File: src/rtl/apple_1_pia_uart_pkg.sv
// Shared constants, FSM state types and the keyboard character filter
// for the Apple-1 PIA <-> UART bridge.
package apple_1_pia_uart_pkg;

  localparam logic [6:0] ASCII_CR          = 7'h0D;
  localparam logic [6:0] ASCII_LF          = 7'h0A;
  localparam logic [6:0] ASCII_LOWER_A     = 7'h61;
  localparam logic [6:0] ASCII_LOWER_Z     = 7'h7A;
  localparam logic [6:0] ASCII_CASE_OFFSET = 7'h20;

  typedef enum logic [1:0] {R_IDLE, R_START, R_DATA, R_STOP} rx_state_t;
  typedef enum logic [1:0] {K_IDLE, K_RDY, K_WAIT}           kbd_state_t;
  typedef enum logic [1:0] {T_IDLE, T_START, T_DATA, T_STOP} tx_state_t;

  // WozMon only understands upper case; bit 7 must already be clear.
  function automatic logic [7:0] to_upper(input logic [7:0] c);
    logic [7:0] r;
    r = c;
    if (c >= {1'b0, ASCII_LOWER_A} && c <= {1'b0, ASCII_LOWER_Z})
      r = c - {1'b0, ASCII_CASE_OFFSET};
    return r;
  endfunction

endpackage

File: src/rtl/apple_1_pia_uart_bridge_rx.sv
// 8N1 UART receiver: 2-flop synchronizer, start-edge detect, mid-bit sampling.
// Emits each byte with a good stop bit as a one-cycle rx_valid strobe.
module apple_1_uart_rx
  import apple_1_pia_uart_pkg::*;
#(
  parameter int unsigned CLKS_PER_BIT = 1042
) (
  input  logic       clk,
  input  logic       reset,
  input  logic       uart_rxd,
  output logic [7:0] rx_byte,
  output logic       rx_valid
);

  localparam int unsigned       CNT_W     = $clog2(CLKS_PER_BIT);
  localparam logic [CNT_W-1:0]  BIT_LAST  = CNT_W'(CLKS_PER_BIT - 1);
  localparam logic [CNT_W-1:0]  HALF_LAST = CNT_W'(CLKS_PER_BIT / 2 - 1);

  logic [1:0]       sync;
  logic             rx_prev;
  logic             rx_s;
  logic             rx_fall;
  rx_state_t        rx_state,   rx_state_n;
  logic [CNT_W-1:0] cnt,        cnt_n;
  logic [2:0]       bit_idx,    bit_idx_n;
  logic [7:0]       shift,      shift_n;
  logic [7:0]       rx_byte_n;
  logic             rx_valid_n;

  assign rx_s    = sync[1];
  assign rx_fall = rx_prev & ~rx_s;

  always_ff @(posedge clk or negedge reset) begin
    if (!reset) begin
      sync     <= '1;
      rx_prev  <= 1'b1;
      rx_state <= R_IDLE;
      cnt      <= '0;
      bit_idx  <= '0;
      shift    <= '0;
      rx_byte  <= '0;
      rx_valid <= 1'b0;
    end else begin
      sync     <= {sync[0], uart_rxd};
      rx_prev  <= rx_s;
      rx_state <= rx_state_n;
      cnt      <= cnt_n;
      bit_idx  <= bit_idx_n;
      shift    <= shift_n;
      rx_byte  <= rx_byte_n;
      rx_valid <= rx_valid_n;
    end
  end

  always_comb begin
    rx_state_n = rx_state;
    cnt_n      = cnt;
    bit_idx_n  = bit_idx;
    shift_n    = shift;
    rx_byte_n  = rx_byte;
    rx_valid_n = 1'b0;
    unique case (rx_state)
      R_IDLE: begin
        if (rx_fall) begin
          rx_state_n = R_START;
          cnt_n      = '0;
        end
      end
      R_START: begin
        if (cnt == HALF_LAST) begin
          cnt_n      = '0;
          bit_idx_n  = '0;
          rx_state_n = rx_s ? R_IDLE : R_DATA;
        end else begin
          cnt_n = cnt + 1'b1;
        end
      end
      R_DATA: begin
        if (cnt == BIT_LAST) begin
          cnt_n     = '0;
          shift_n   = {rx_s, shift[7:1]};
          bit_idx_n = bit_idx + 1'b1;
          if (bit_idx == 3'd7) rx_state_n = R_STOP;
        end else begin
          cnt_n = cnt + 1'b1;
        end
      end
      R_STOP: begin
        if (cnt == BIT_LAST) begin
          cnt_n      = '0;
          rx_state_n = R_IDLE;
          if (rx_s) begin
            rx_byte_n  = shift;
            rx_valid_n = 1'b1;
          end
        end else begin
          cnt_n = cnt + 1'b1;
        end
      end
      default: rx_state_n = R_IDLE;
    endcase
  end

endmodule

File: src/rtl/apple_1_pia_uart_bridge.sv
// Apple-1 serial terminal front end: UART RX -> filter -> FIFO -> PIA keyboard
// handshake, and PIA display handshake -> UART TX with CR->CR+LF expansion.
module apple_1_pia_uart_bridge
  import apple_1_pia_uart_pkg::*;
#(
  parameter int unsigned CLKS_PER_BIT = 1042,
  parameter int unsigned FIFO_DEPTH   = 4
) (
  input  logic       clk,
  input  logic       reset,
  input  logic       uart_rxd,
  output logic       uart_txd,
  output logic       kbd_rdy,
  output logic [6:0] kbd_data,
  input  logic       kbd_ack,
  input  logic       dsp_rdy,
  input  logic [6:0] dsp_data,
  output logic       dsp_ack,
  output logic       rx_overrun
);

  localparam int unsigned      PTR_W    = $clog2(FIFO_DEPTH);
  localparam int unsigned      CNT_W    = $clog2(CLKS_PER_BIT);
  localparam logic [CNT_W-1:0] BIT_LAST = CNT_W'(CLKS_PER_BIT - 1);

  logic [7:0] rx_byte;
  logic       rx_valid;

  apple_1_uart_rx #(.CLKS_PER_BIT(CLKS_PER_BIT)) u_rx (
    .clk      (clk),
    .reset    (reset),
    .uart_rxd (uart_rxd),
    .rx_byte  (rx_byte),
    .rx_valid (rx_valid)
  );

  // ---------------- receive filter and FIFO ----------------
  logic [7:0]       rx_char;
  logic             push_req, push, pop;
  logic             fifo_empty, fifo_full;
  logic [6:0]       fifo_mem [FIFO_DEPTH];
  logic [PTR_W-1:0] wr_ptr, rd_ptr;
  logic [PTR_W:0]   fifo_count;

  assign rx_char    = to_upper(rx_byte & 8'h7F);
  assign push_req   = rx_valid && (rx_char != {1'b0, ASCII_LF});
  assign fifo_empty = (fifo_count == '0);
  assign fifo_full  = (fifo_count == (PTR_W+1)'(FIFO_DEPTH));
  // A pop in the same cycle frees the slot, so a full FIFO still accepts.
  assign push       = push_req && (!fifo_full || pop);

  always_ff @(posedge clk) begin
    if (push) fifo_mem[wr_ptr] <= rx_char[6:0];
  end

  always_ff @(posedge clk or negedge reset) begin
    if (!reset) begin
      wr_ptr     <= '0;
      rd_ptr     <= '0;
      fifo_count <= '0;
      rx_overrun <= 1'b0;
    end else begin
      rx_overrun <= push_req && !push;
      if (push) wr_ptr <= wr_ptr + 1'b1;
      if (pop)  rd_ptr <= rd_ptr + 1'b1;
      case ({push, pop})
        2'b10:   fifo_count <= fifo_count + 1'b1;
        2'b01:   fifo_count <= fifo_count - 1'b1;
        default: fifo_count <= fifo_count;
      endcase
    end
  end

  // ---------------- keyboard handshake ----------------
  kbd_state_t kbd_state, kbd_state_n;
  logic       kbd_load;

  assign kbd_rdy = (kbd_state == K_RDY);
  assign pop     = (kbd_state == K_RDY) && kbd_ack;

  always_ff @(posedge clk or negedge reset) begin
    if (!reset) begin
      kbd_state <= K_IDLE;
      kbd_data  <= '0;
    end else begin
      kbd_state <= kbd_state_n;
      if (kbd_load) kbd_data <= fifo_mem[rd_ptr];
    end
  end

  always_comb begin
    kbd_state_n = kbd_state;
    kbd_load    = 1'b0;
    case (kbd_state)
      K_IDLE: if (!fifo_empty) begin
        kbd_load    = 1'b1;
        kbd_state_n = K_RDY;
      end
      K_RDY:  if (kbd_ack)  kbd_state_n = K_WAIT;
      K_WAIT: if (!kbd_ack) kbd_state_n = K_IDLE;
      default: kbd_state_n = K_IDLE;
    endcase
  end

  // ---------------- display capture and transmitter ----------------
  tx_state_t        tx_state, tx_state_n;
  logic [CNT_W-1:0] tx_cnt,   tx_cnt_n;
  logic [2:0]       tx_bit,   tx_bit_n;
  logic [7:0]       tx_shift, tx_shift_n;
  logic             txd_r,    txd_n;
  logic             lf_pend,  lf_pend_n;
  logic             ack_r,    ack_n;
  logic             tick;

  assign uart_txd = txd_r;
  assign dsp_ack  = ack_r;
  assign tick     = (tx_cnt == BIT_LAST);

  always_ff @(posedge clk or negedge reset) begin
    if (!reset) begin
      tx_state <= T_IDLE;
      tx_cnt   <= '0;
      tx_bit   <= '0;
      tx_shift <= '0;
      txd_r    <= 1'b1;
      lf_pend  <= 1'b0;
      ack_r    <= 1'b0;
    end else begin
      tx_state <= tx_state_n;
      tx_cnt   <= tx_cnt_n;
      tx_bit   <= tx_bit_n;
      tx_shift <= tx_shift_n;
      txd_r    <= txd_n;
      lf_pend  <= lf_pend_n;
      ack_r    <= ack_n;
    end
  end

  // tx_shift always holds the not-yet-sent bits, LSB next on the line.
  always_comb begin
    tx_state_n = tx_state;
    tx_cnt_n   = tx_cnt + 1'b1;
    tx_bit_n   = tx_bit;
    tx_shift_n = tx_shift;
    txd_n      = txd_r;
    lf_pend_n  = lf_pend;
    ack_n      = ack_r && dsp_rdy;
    unique case (tx_state)
      T_IDLE: begin
        txd_n    = 1'b1;
        tx_cnt_n = '0;
        if (!lf_pend && !ack_r && dsp_rdy) begin
          tx_shift_n = {1'b0, dsp_data};
          lf_pend_n  = (dsp_data == ASCII_CR);
          ack_n      = 1'b1;
          txd_n      = 1'b0;
          tx_state_n = T_START;
        end
      end
      T_START: begin
        if (tick) begin
          tx_cnt_n   = '0;
          tx_bit_n   = '0;
          txd_n      = tx_shift[0];
          tx_shift_n = {1'b0, tx_shift[7:1]};
          tx_state_n = T_DATA;
        end
      end
      T_DATA: begin
        if (tick) begin
          tx_cnt_n = '0;
          if (tx_bit == 3'd7) begin
            txd_n      = 1'b1;
            tx_state_n = T_STOP;
          end else begin
            txd_n      = tx_shift[0];
            tx_shift_n = {1'b0, tx_shift[7:1]};
            tx_bit_n   = tx_bit + 1'b1;
          end
        end
      end
      T_STOP: begin
        if (tick) begin
          tx_cnt_n = '0;
          if (lf_pend) begin
            tx_shift_n = {1'b0, ASCII_LF};
            lf_pend_n  = 1'b0;
            txd_n      = 1'b0;
            tx_state_n = T_START;
          end else begin
            tx_state_n = T_IDLE;
          end
        end
      end
      default: tx_state_n = T_IDLE;
    endcase
  end

endmodule

File: config.mk
export PLATFORM = sky130hd
export DESIGN_NAME = apple_1_pia_uart_bridge
export DESIGN_NICKNAME = d
export VERILOG_FILES = /design/src/rtl/apple_1_pia_uart_pkg.sv /design/src/rtl/apple_1_pia_uart_bridge_rx.sv /design/src/rtl/apple_1_pia_uart_bridge.sv
export SDC_FILE = /design/constraint.sdc
export NUM_CORES = 1
export LEC_CHECK = 0
export BUFFER_PORTS_ARGS = -buffer_cell sky130_fd_sc_hd__buf_2
export CAP_MARGIN = 20
export CORE_MARGIN = 2
export CORE_UTILIZATION = 57
export DETAILED_ROUTE_END_ITERATION = 7
export GPL_TIMING_DRIVEN = 0
export PLACE_DENSITY = 0.76
export SYNTH_ARGS = -nofsm -noshare
export SYNTH_HDL_FRONTEND = slang
export SYNTH_SLANG_ARGS = --single-unit
File: constraint.sdc
create_clock -name clk -period 4.2 [get_ports clk]
set_input_delay 0 -clock clk [delete_from_list [all_inputs] [get_ports clk]]
set_output_delay 0 -clock clk [all_outputs]
set_load 0.1 [all_outputs]
# Yosys cells after proc, flatten, opt, wreduce, memory -nomap -nowiden

Memory sizes are Yosys's and may differ from the RTL's. A register that Yosys moved wholly into a read port is not among the register bits.
Index checks and enable logic that the tools add are counted.

Add/subtract/negate cells: 9
Multiply operators: 0
Muxes and demuxes: 59
Reductions and logical operators: 34
Bitwise gates (word level): 2
Divide/modulo/power cells: 0
Shift-type cells: 0
Order comparisons: 2
Equal/unequal tests: 33

Operator list:

| operator                                               | count |
|---|---|
| two-way mux 8 bit                                      | 7 |
| two-way mux 11 bit                                     | 4 |
| case mux 11 bit (3 select lines)                       | 1 |
| case mux 8 bit (4 select lines)                        | 1 |
| two-way mux 2 bit                                      | 14 |
| adder 11 x 1 -> 11 bit (second input constant)         | 2 |
| equality test 11 bit (second input constant)           | 2 |
| case mux 11 bit (2 select lines)                       | 1 |
| two-way mux 1 bit                                      | 18 |
| inequality test 2 bit (second input constant)          | 9 |
| case mux 3 bit (2 select lines)                        | 3 |
| case mux 2 bit (4 select lines)                        | 2 |
| two-way mux 3 bit                                      | 5 |
| equality test 2 bit (second input constant)            | 6 |
| inequality test 2 x 1 -> 1 bit (second input constant) | 6 |
| AND reduction 3 bit                                    | 4 |
| equality test 11 x 10 -> 1 bit (second input constant) | 1 |
| AND reduction 5 bit                                    | 2 |
| adder 3 x 1 -> 3 bit (second input constant)           | 3 |
| equality test 3 bit (second input constant)            | 3 |
| equality test 2 x 1 -> 1 bit (second input constant)   | 4 |
| logical AND 1 bit                                      | 8 |
| inequality test 8 x 4 -> 1 bit (second input constant) | 1 |
| AND reduction 4 bit                                    | 2 |
| 20 further kinds                                       | 30 |

Bits in latches: 0
Flip-flop bits (word level): 72
Output and inout bits: 11
Bits in writable memories: 28
Input port bits: 12
Logic and storage cells: 160
Bits in read-only memories: 0
Memories kept: 1

Memories:

| memory   | words | bits a word | read ports | clocked after Yosys merged registers in | wr ports | line                          | source |
|---|---|---|---|---|---|---|---|
| fifo_mem | 4     | 7           | 1          | 1                                       | 1        | apple_1_pia_uart_bridge.sv:41 | `logic [6:0] fifo_mem [FIFO_DEPTH];` |

# Logic depth before layout (Yosys ltp)

Depth after elaboration: 8
Gate-level depth with buffers: 14
Mapped depth without buffers: 13

# Hierarchy

Synthesis repeated with hierarchy kept, for this count alone.

Cell total of the unflattened synthesis: 417
Area total of the unflattened synthesis: 5044.8 um^2

Modules (own cells, without submodules):

| module                  | seq. area each (um^2) | instances | cells an instance | area each (um^2) |
|---|---|---|---|---|
| apple_1_pia_uart_bridge | 1918.1                | 1         | 274               | 3375.7 |
| apple_1_uart_rx         | 904.6                 | 1         | 143               | 1669.1 |

# Worst setup path after synthesis

No wires, ideal clock.

Path kind: register to register
From: register kbd_state[1]
To: register fifo_count[1]
Stages on the path, launching flop included: 11
Arrival time: 3.497 ns
Buffers on the path: 1
Path slack: 0.620 ns
Setup time: 0.083 ns
Data required time: 4.117 ns
Clock period less this slack: 3.580 ns
Cells stage by stage: dfrtp_1 nor2b_1 nand2_1 nand4_1 and3_1 clkbuf_1 inv_1 ha_1 inv_1 fa_1 o21ai_0

Cells in the longest elaborated chain, start to end: 6
Elaborated cells on any way between the ends: 8
Classes of those cells: 3 x eq/ne; 1 x mux; 4 x reduce/logical

Ends and longest elaborated chain:

| what                                                                  | line                          | source |
|---|---|---|
| from (decl)                                                           | apple_1_pia_uart_bridge.sv:75 | `kbd_state_t kbd_state, kbd_state_n;` |
| from (signal assigned)                                                | apple_1_pia_uart_bridge.sv:86 | `kbd_state <= kbd_state_n;` |
| equality test 2 x 1 -> 1 bit (*)                                      | --                            |  |
| named net kbd_rdy                                                     | apple_1_pia_uart_bridge.sv:13 | `output logic kbd_rdy,` |
| logical AND 1 bit (*)                                                 | apple_1_pia_uart_bridge.sv:79 | `assign pop = (kbd_state == K_RDY) && kbd_ack;` |
| logical OR 1 bit                                                      | apple_1_pia_uart_bridge.sv:50 | `assign push = push_req && (!fifo_full \|\| pop);` |
| logical AND 1 bit                                                     | apple_1_pia_uart_bridge.sv:50 |  |
| equality test 2 x 1 -> 1 bit or equality test 2 bit (tied branches)   | apple_1_pia_uart_bridge.sv:66 | `case ({push, pop})` |
| case mux 3 bit (2 select lines) or nonzero test 2 bit (tied branches) | --                            |  |
| to (signal assigned)                                                  | apple_1_pia_uart_bridge.sv:67 | `2'b10: fifo_count <= fifo_count + 1'b1;` |
| to (signal assigned)                                                  | apple_1_pia_uart_bridge.sv:68 | `2'b01: fifo_count <= fifo_count - 1'b1;` |
| to (signal assigned)                                                  | apple_1_pia_uart_bridge.sv:69 | `default: fifo_count <= fifo_count;` |
| to (decl)                                                             | apple_1_pia_uart_bridge.sv:43 | `logic [PTR_W:0] fifo_count;` |

Mark *: on every way through the listed nets, which the timed path passes. The rest lies on a longest branch.
A chain may end at the register's enable or synchronous reset.

# Final worst setup path

From: register u_rx.rx_byte[6]
To: register fifo_count[2]

Cells in the longest elaborated chain, start to end: 8
Elaborated cells on any way between the ends: 12
Classes of those cells: 1 x add/sub; 2 x order compare; 3 x eq/ne; 2 x mux; 4 x reduce/logical

Ends and longest elaborated chain:

| what                                                                  | line                             | source |
|---|---|---|
| from (decl)                                                           | apple_1_pia_uart_bridge_rx.sv:11 | `output logic [7:0] rx_byte,` |
| from (signal assigned)                                                | apple_1_pia_uart_bridge_rx.sv:50 | `rx_byte <= rx_byte_n;` |
| >= comparator 7 bit or less-or-equal comparator 7 bit (tied branches) | apple_1_pia_uart_pkg.sv:19       | `if (c >= {1'b0, ASCII_LOWER_A} && c <= {1'b0, ASCII_LOWER_Z})` |
| logical AND 1 bit                                                     | apple_1_pia_uart_pkg.sv:19       |  |
| two-way mux 8 bit (*)                                                 | apple_1_pia_uart_pkg.sv:19       |  |
| inequality test 8 x 4 -> 1 bit (*)                                    | apple_1_pia_uart_bridge.sv:46    | `assign push_req = rx_valid && (rx_char != {1'b0, ASCII_LF});` |
| logical AND 1 bit (*)                                                 | apple_1_pia_uart_bridge.sv:46    |  |
| logical AND 1 bit (*)                                                 | apple_1_pia_uart_bridge.sv:50    |  |
| equality test 2 x 1 -> 1 bit or equality test 2 bit (tied branches)   | apple_1_pia_uart_bridge.sv:66    |  |
| case mux 3 bit (2 select lines) or nonzero test 2 bit (tied branches) | --                               |  |

Mark *: on every way between the ends. The rest lies on a longest branch, timed or not.

==> summary.txt <==
Synth
  • Yosys top cell area share: 36.7%
  • Post-synth EDFFs: 28
  • Seq cells post-synth: 106
  • Synth area leader: dfrtp_1
  • Seq/Total Area, Yosys: 55.5%
  • Ys async rst share: 73.6%
  • Yosys cell types: 55
  • Synth Cell Area: 5040 um^2
  • Top cells by area, synth: dfrtp_1 (37%), edfxtp_1 (17%), mux2_2 (7.4%)
  • Synthesized area per cell: 12.2 um^2
  • Ys Warns: 0
  • Main flop type after synthesis: dfrtp_1
  • Synth Net Count: 446
  • Mapped Cells: ~410

Run
  • Total of max-cap violations: 0

Critical path
  • Type of the worst setup path: reg -> reg
  • CP Launch Type: flip-flop
  • Setup crit end kind: flip-flop
  • Critical R2R Capture: fifo_count[2]
  • Reg-to-Reg Start: u_rx.rx_byte[6]
  • CP arrival: about 3.3 ns
  • Crit-path max FO: 7
  • Worst path max stage delay: between 0.4 and 0.5 ns
  • Most frequent CP cell: inv_1
  • CP top delay family: adder cells
  • Worst Reg-to-Reg Cells: 14
  • CP bufs+invs: 4
  • Critical Path, Cell by Cell: inv_1 -> ha_1 -> nand2_1 -> or4_1 -> a2bb2oi_1 -> and3_1 -> clkbuf_1 -> inv_1 -> ha_1 -> inv_1 -> fa_1 -> xor2_1 -> nor2_1 -> xor2_1
  • WP data required: 4.49 ns
  • Critical Path Slowest Stage Cell: dfrtp_1
  • R2R Setup Slk: 1.15 ns

Placed design
  • Post-Place Worst Slack: 1.17 ns
  • # port buffers: 22
  • Placer Congestion: 0.796
  • Dpl hpwl: 6.02 mm

CTS
  • Total CTS buffers: 9
  • Setup repair bufs after CTS: 0
  • Worst skew pair latency: 0.36 ns
  • Clk pin slew, worst setup/hold paths: 0.10 ns
  • Clock Sinks: 106
  • CTS tree: done
  • Clock Path Buffers: 2
  • Depth of the CTS H-tree: 3
  • Root Buffer: clkbuf_8

Timing
  • Worst setup margin: 1.15 ns
  • Period utilization: approximately 73%
  • Setup TNS: 0 ns
  • Max_slew headroom: 53.3%
  • Worst Tran Pin Value: 0.700 ns
  • Skew final: a little over 0.009 ns
  • Final setup viols: 0
  • Fin. max-slew vios: 0
  • Unrepaired setup endpoints after global routing: false
  • Tmin final: 3.05 ns
  • F_max: 328 MHz
  • Final hold violations: 0

Die
  • Core Region: 8640 um^2
  • Initial core utilization: 58.4%
  • Row cnt: 34
  • Die Ht: between 90 and 100 um
  • Ports: 23
  • Die Area: 9610 um^2
  • Chip width: 98.0 um

Drt
  • Initial DRT Pass Iterations: 4
  • Total Wirelength: 8.78 mm
  • Vias per cell: around 5.7
  • Via count: 3,237
  • Final ANT Viol Nets: 0
  • Residual DRC: 0
  • Iter 0 DRT Violations: 228
  • Per-cell routed wire length: 15.4 um

Power
  • Sw frac: 29.8%
  • Power Dens Cells: 396 nW/um^2
  • Clock power share: 28.8%
  • Sw power: 664 uW
  • Combinational share of power: 19.7%
  • Pleak: 2.53 nW
  • Cell-internal power: 1.57 mW
  • Flop pwr share: 51.5%
  • Worst IR drop on VDD: 0.000261 V

Layout
  • Share of layout cells above drive strength 1: between 20% and 30%
  • Reg area: 2800 um^2
  • P&R area growth vs syn: 11.6%
  • Nets: slightly below 500
  • Filler Cell Count: 650
  • Inserted Diodes: 0
  • Multi-input logic area: 2090 um^2

Global routing
  • Grt ovf: 0
  • Initial antenna violation count: 0
  • Largest net degree at the start of global routing: 55
  • Number of global-route vias before repair: 3,279
  • First-pass GRT wire length: approximately 15 mm
  • Aggregate global-route resource usage: 19.5%

Hold path
  • Worst Hold Depth: 4
  • Worst Min Path Start: dsp_data[3]
  • Min-Delay Path Class: in -> reg
  • Hold EP: tx_shift[3]

Status
  • Outcome: completed
[timing repair]
action	4_1_cts	5_1_grt
hold buffers	10	0
hold endpoints to repair	88	0
resized for setup	0	0
[area by class of cell]
cell class,count,area share [%]
flip-flops and latches,106,49.7
multi-input cells,266,37.1
repair buffers,33,4.27
well taps,108,2.40
clock buffers,9,2.20
inverters,25,1.67
clock inverters,7,1.49
plain buffers,15,1.13
[per-layer routing]
layer	vias to the layer above	GRT usage [%]	share of wire (%)
met5	-	0	0
met4	0	3.85	0.47
met3	4	4.08	3.0
met2	53	33.7	53
met1	1608	25.9	44
li1	1572	-	-
[Yosys cell counts (all sizes together) (2+ instances only)]
library cell / instances
edfxtp: 28
o21a: 2
dfrtp: 74
a211oi: 7
nor2: 20
buf: 2
nand2: 37
nand3: 12
ha: 21
a22o: 4
dfstp: 4
mux4: 7
nor2b: 4
a21oi: 12
o211ai: 3
o41ai: 2
mux2i: 3
xnor2: 11
xor2: 6
and2: 4
and4b: 2
or3: 3
mux2: 33
or4bb: 2
o21ai: 24
and3: 8
or2: 2
or4: 6
inv: 25
clkbuf: 13
nor4: 4
a21o: 3
nor3: 8
[worst max path at each step]
stage / depth (start not counted) / slack [ns] / end / from
6_report: 14 / 1.15 / fifo_count[2] / u_rx.rx_byte[6]
5_1_grt: 14 / 0.94 / fifo_count[2] / u_rx.rx_byte[5]
4_1_cts: 14 / 1.15 / fifo_count[2] / u_rx.rx_byte[5]
3_5_place_dp: 14 / 1.17 / fifo_count[2] / u_rx.rx_byte[5]
3_3_place_gp: 14 / 1.25 / fifo_count[2] / u_rx.rx_byte[5]
2_1_floorplan: 10 / 0.62 / fifo_count[1] / kbd_state[1]
[flip-flops by register name, indices dropped and copies added (netlist names), 2 cells and up, named ones only]
name,flops
wr_ptr,2
fifo_count,3
tx_state,2
u_rx.sync,2
rd_ptr,2
tx_shift,7
u_rx.shift,8
fifo_mem,28
kbd_state,2
u_rx.rx_byte,7
u_rx.cnt,11
kbd_data,7
tx_bit,3
tx_cnt,11
u_rx.bit_idx,3
[through the flow]
stage | cell area, um^2 | instances | utilization (%) | hold WS [ns] | power, mW
finish | 5620 | 569 | 65.1 | 0.0405 | 2.23
global route | 5620 | 569 | 65.1 | 0.0460 | 2.34
CTS | 5620 | 569 | 65.1 | 0.0158 | 2.25
detailed placement | 5320 | 543 | 61.6 | -0.0698 | 1.60
global placement | 5290 | 542 | 61.2 | 0.105 | 1.57
floorplan | 5040 | 412 | - | -0.296 | 1.49
[cells by family after synthesis]
kind of cell	synth area share (%)
and+or+nand+nor	12.9
DFF	55.5
AOI/OAI and AO/OA	8.79
muxes	11.1
buffers and inverters	3.13
adders and majority gates	5.61
xor gates and xnor gates	2.95
[power groups by stage]
stage | Clock, mW | Sequential (mW) | Combinational [mW]
6_report | 0.642 | 1.15 | 0.439
5_1_grt | 0.695 | 1.16 | 0.492
4_1_cts | 0.662 | 1.15 | 0.444
3_5_place_dp | 0 | 1.17 | 0.431
3_3_place_gp | 0 | 1.17 | 0.406
2_1_floorplan | 0 | 1.16 | 0.333
[worst register-to-register path: stages, from the launching register on]
cell	delay [ns]
dfrtp_1	0.49
inv_1	0.09
ha_1	0.29
nand2_1	0.04
or4_1	0.42
a2bb2oi_1	0.16
and3_1	0.19
clkbuf_1	0.19
inv_1	0.10
ha_1	0.18
inv_1	0.06
fa_1	0.37
xor2_1	0.15
nor2_1	0.11
xor2_1	0.14
[placed cells by master, fill, tap and decap left out, types with 3 or more instances in the layout]
master,count
mux2_2,33
nand3_1,11
ha_1,21
inv_1,25
mux4_2,7
o21ai_0,24
or3_1,3
buf_4,3
and3_1,8
xnor2_1,11
clkbuf_8,9
a211oi_1,7
nor4_1,3
and2_1,4
nor3_1,7
o211ai_1,3
buf_2,21
a22o_1,4
xor2_1,6
nand2_1,37
dfstp_2,4
a21o_1,3
dlygate4sd3_1,10
nor2_1,20
or4_1,5
dfrtp_1,74
nor2b_1,4
mux2i_1,3
a21oi_1,11
edfxtp_1,28
clkbuf_1,13
Note: power is estimated with default switching activity, not from simulation.
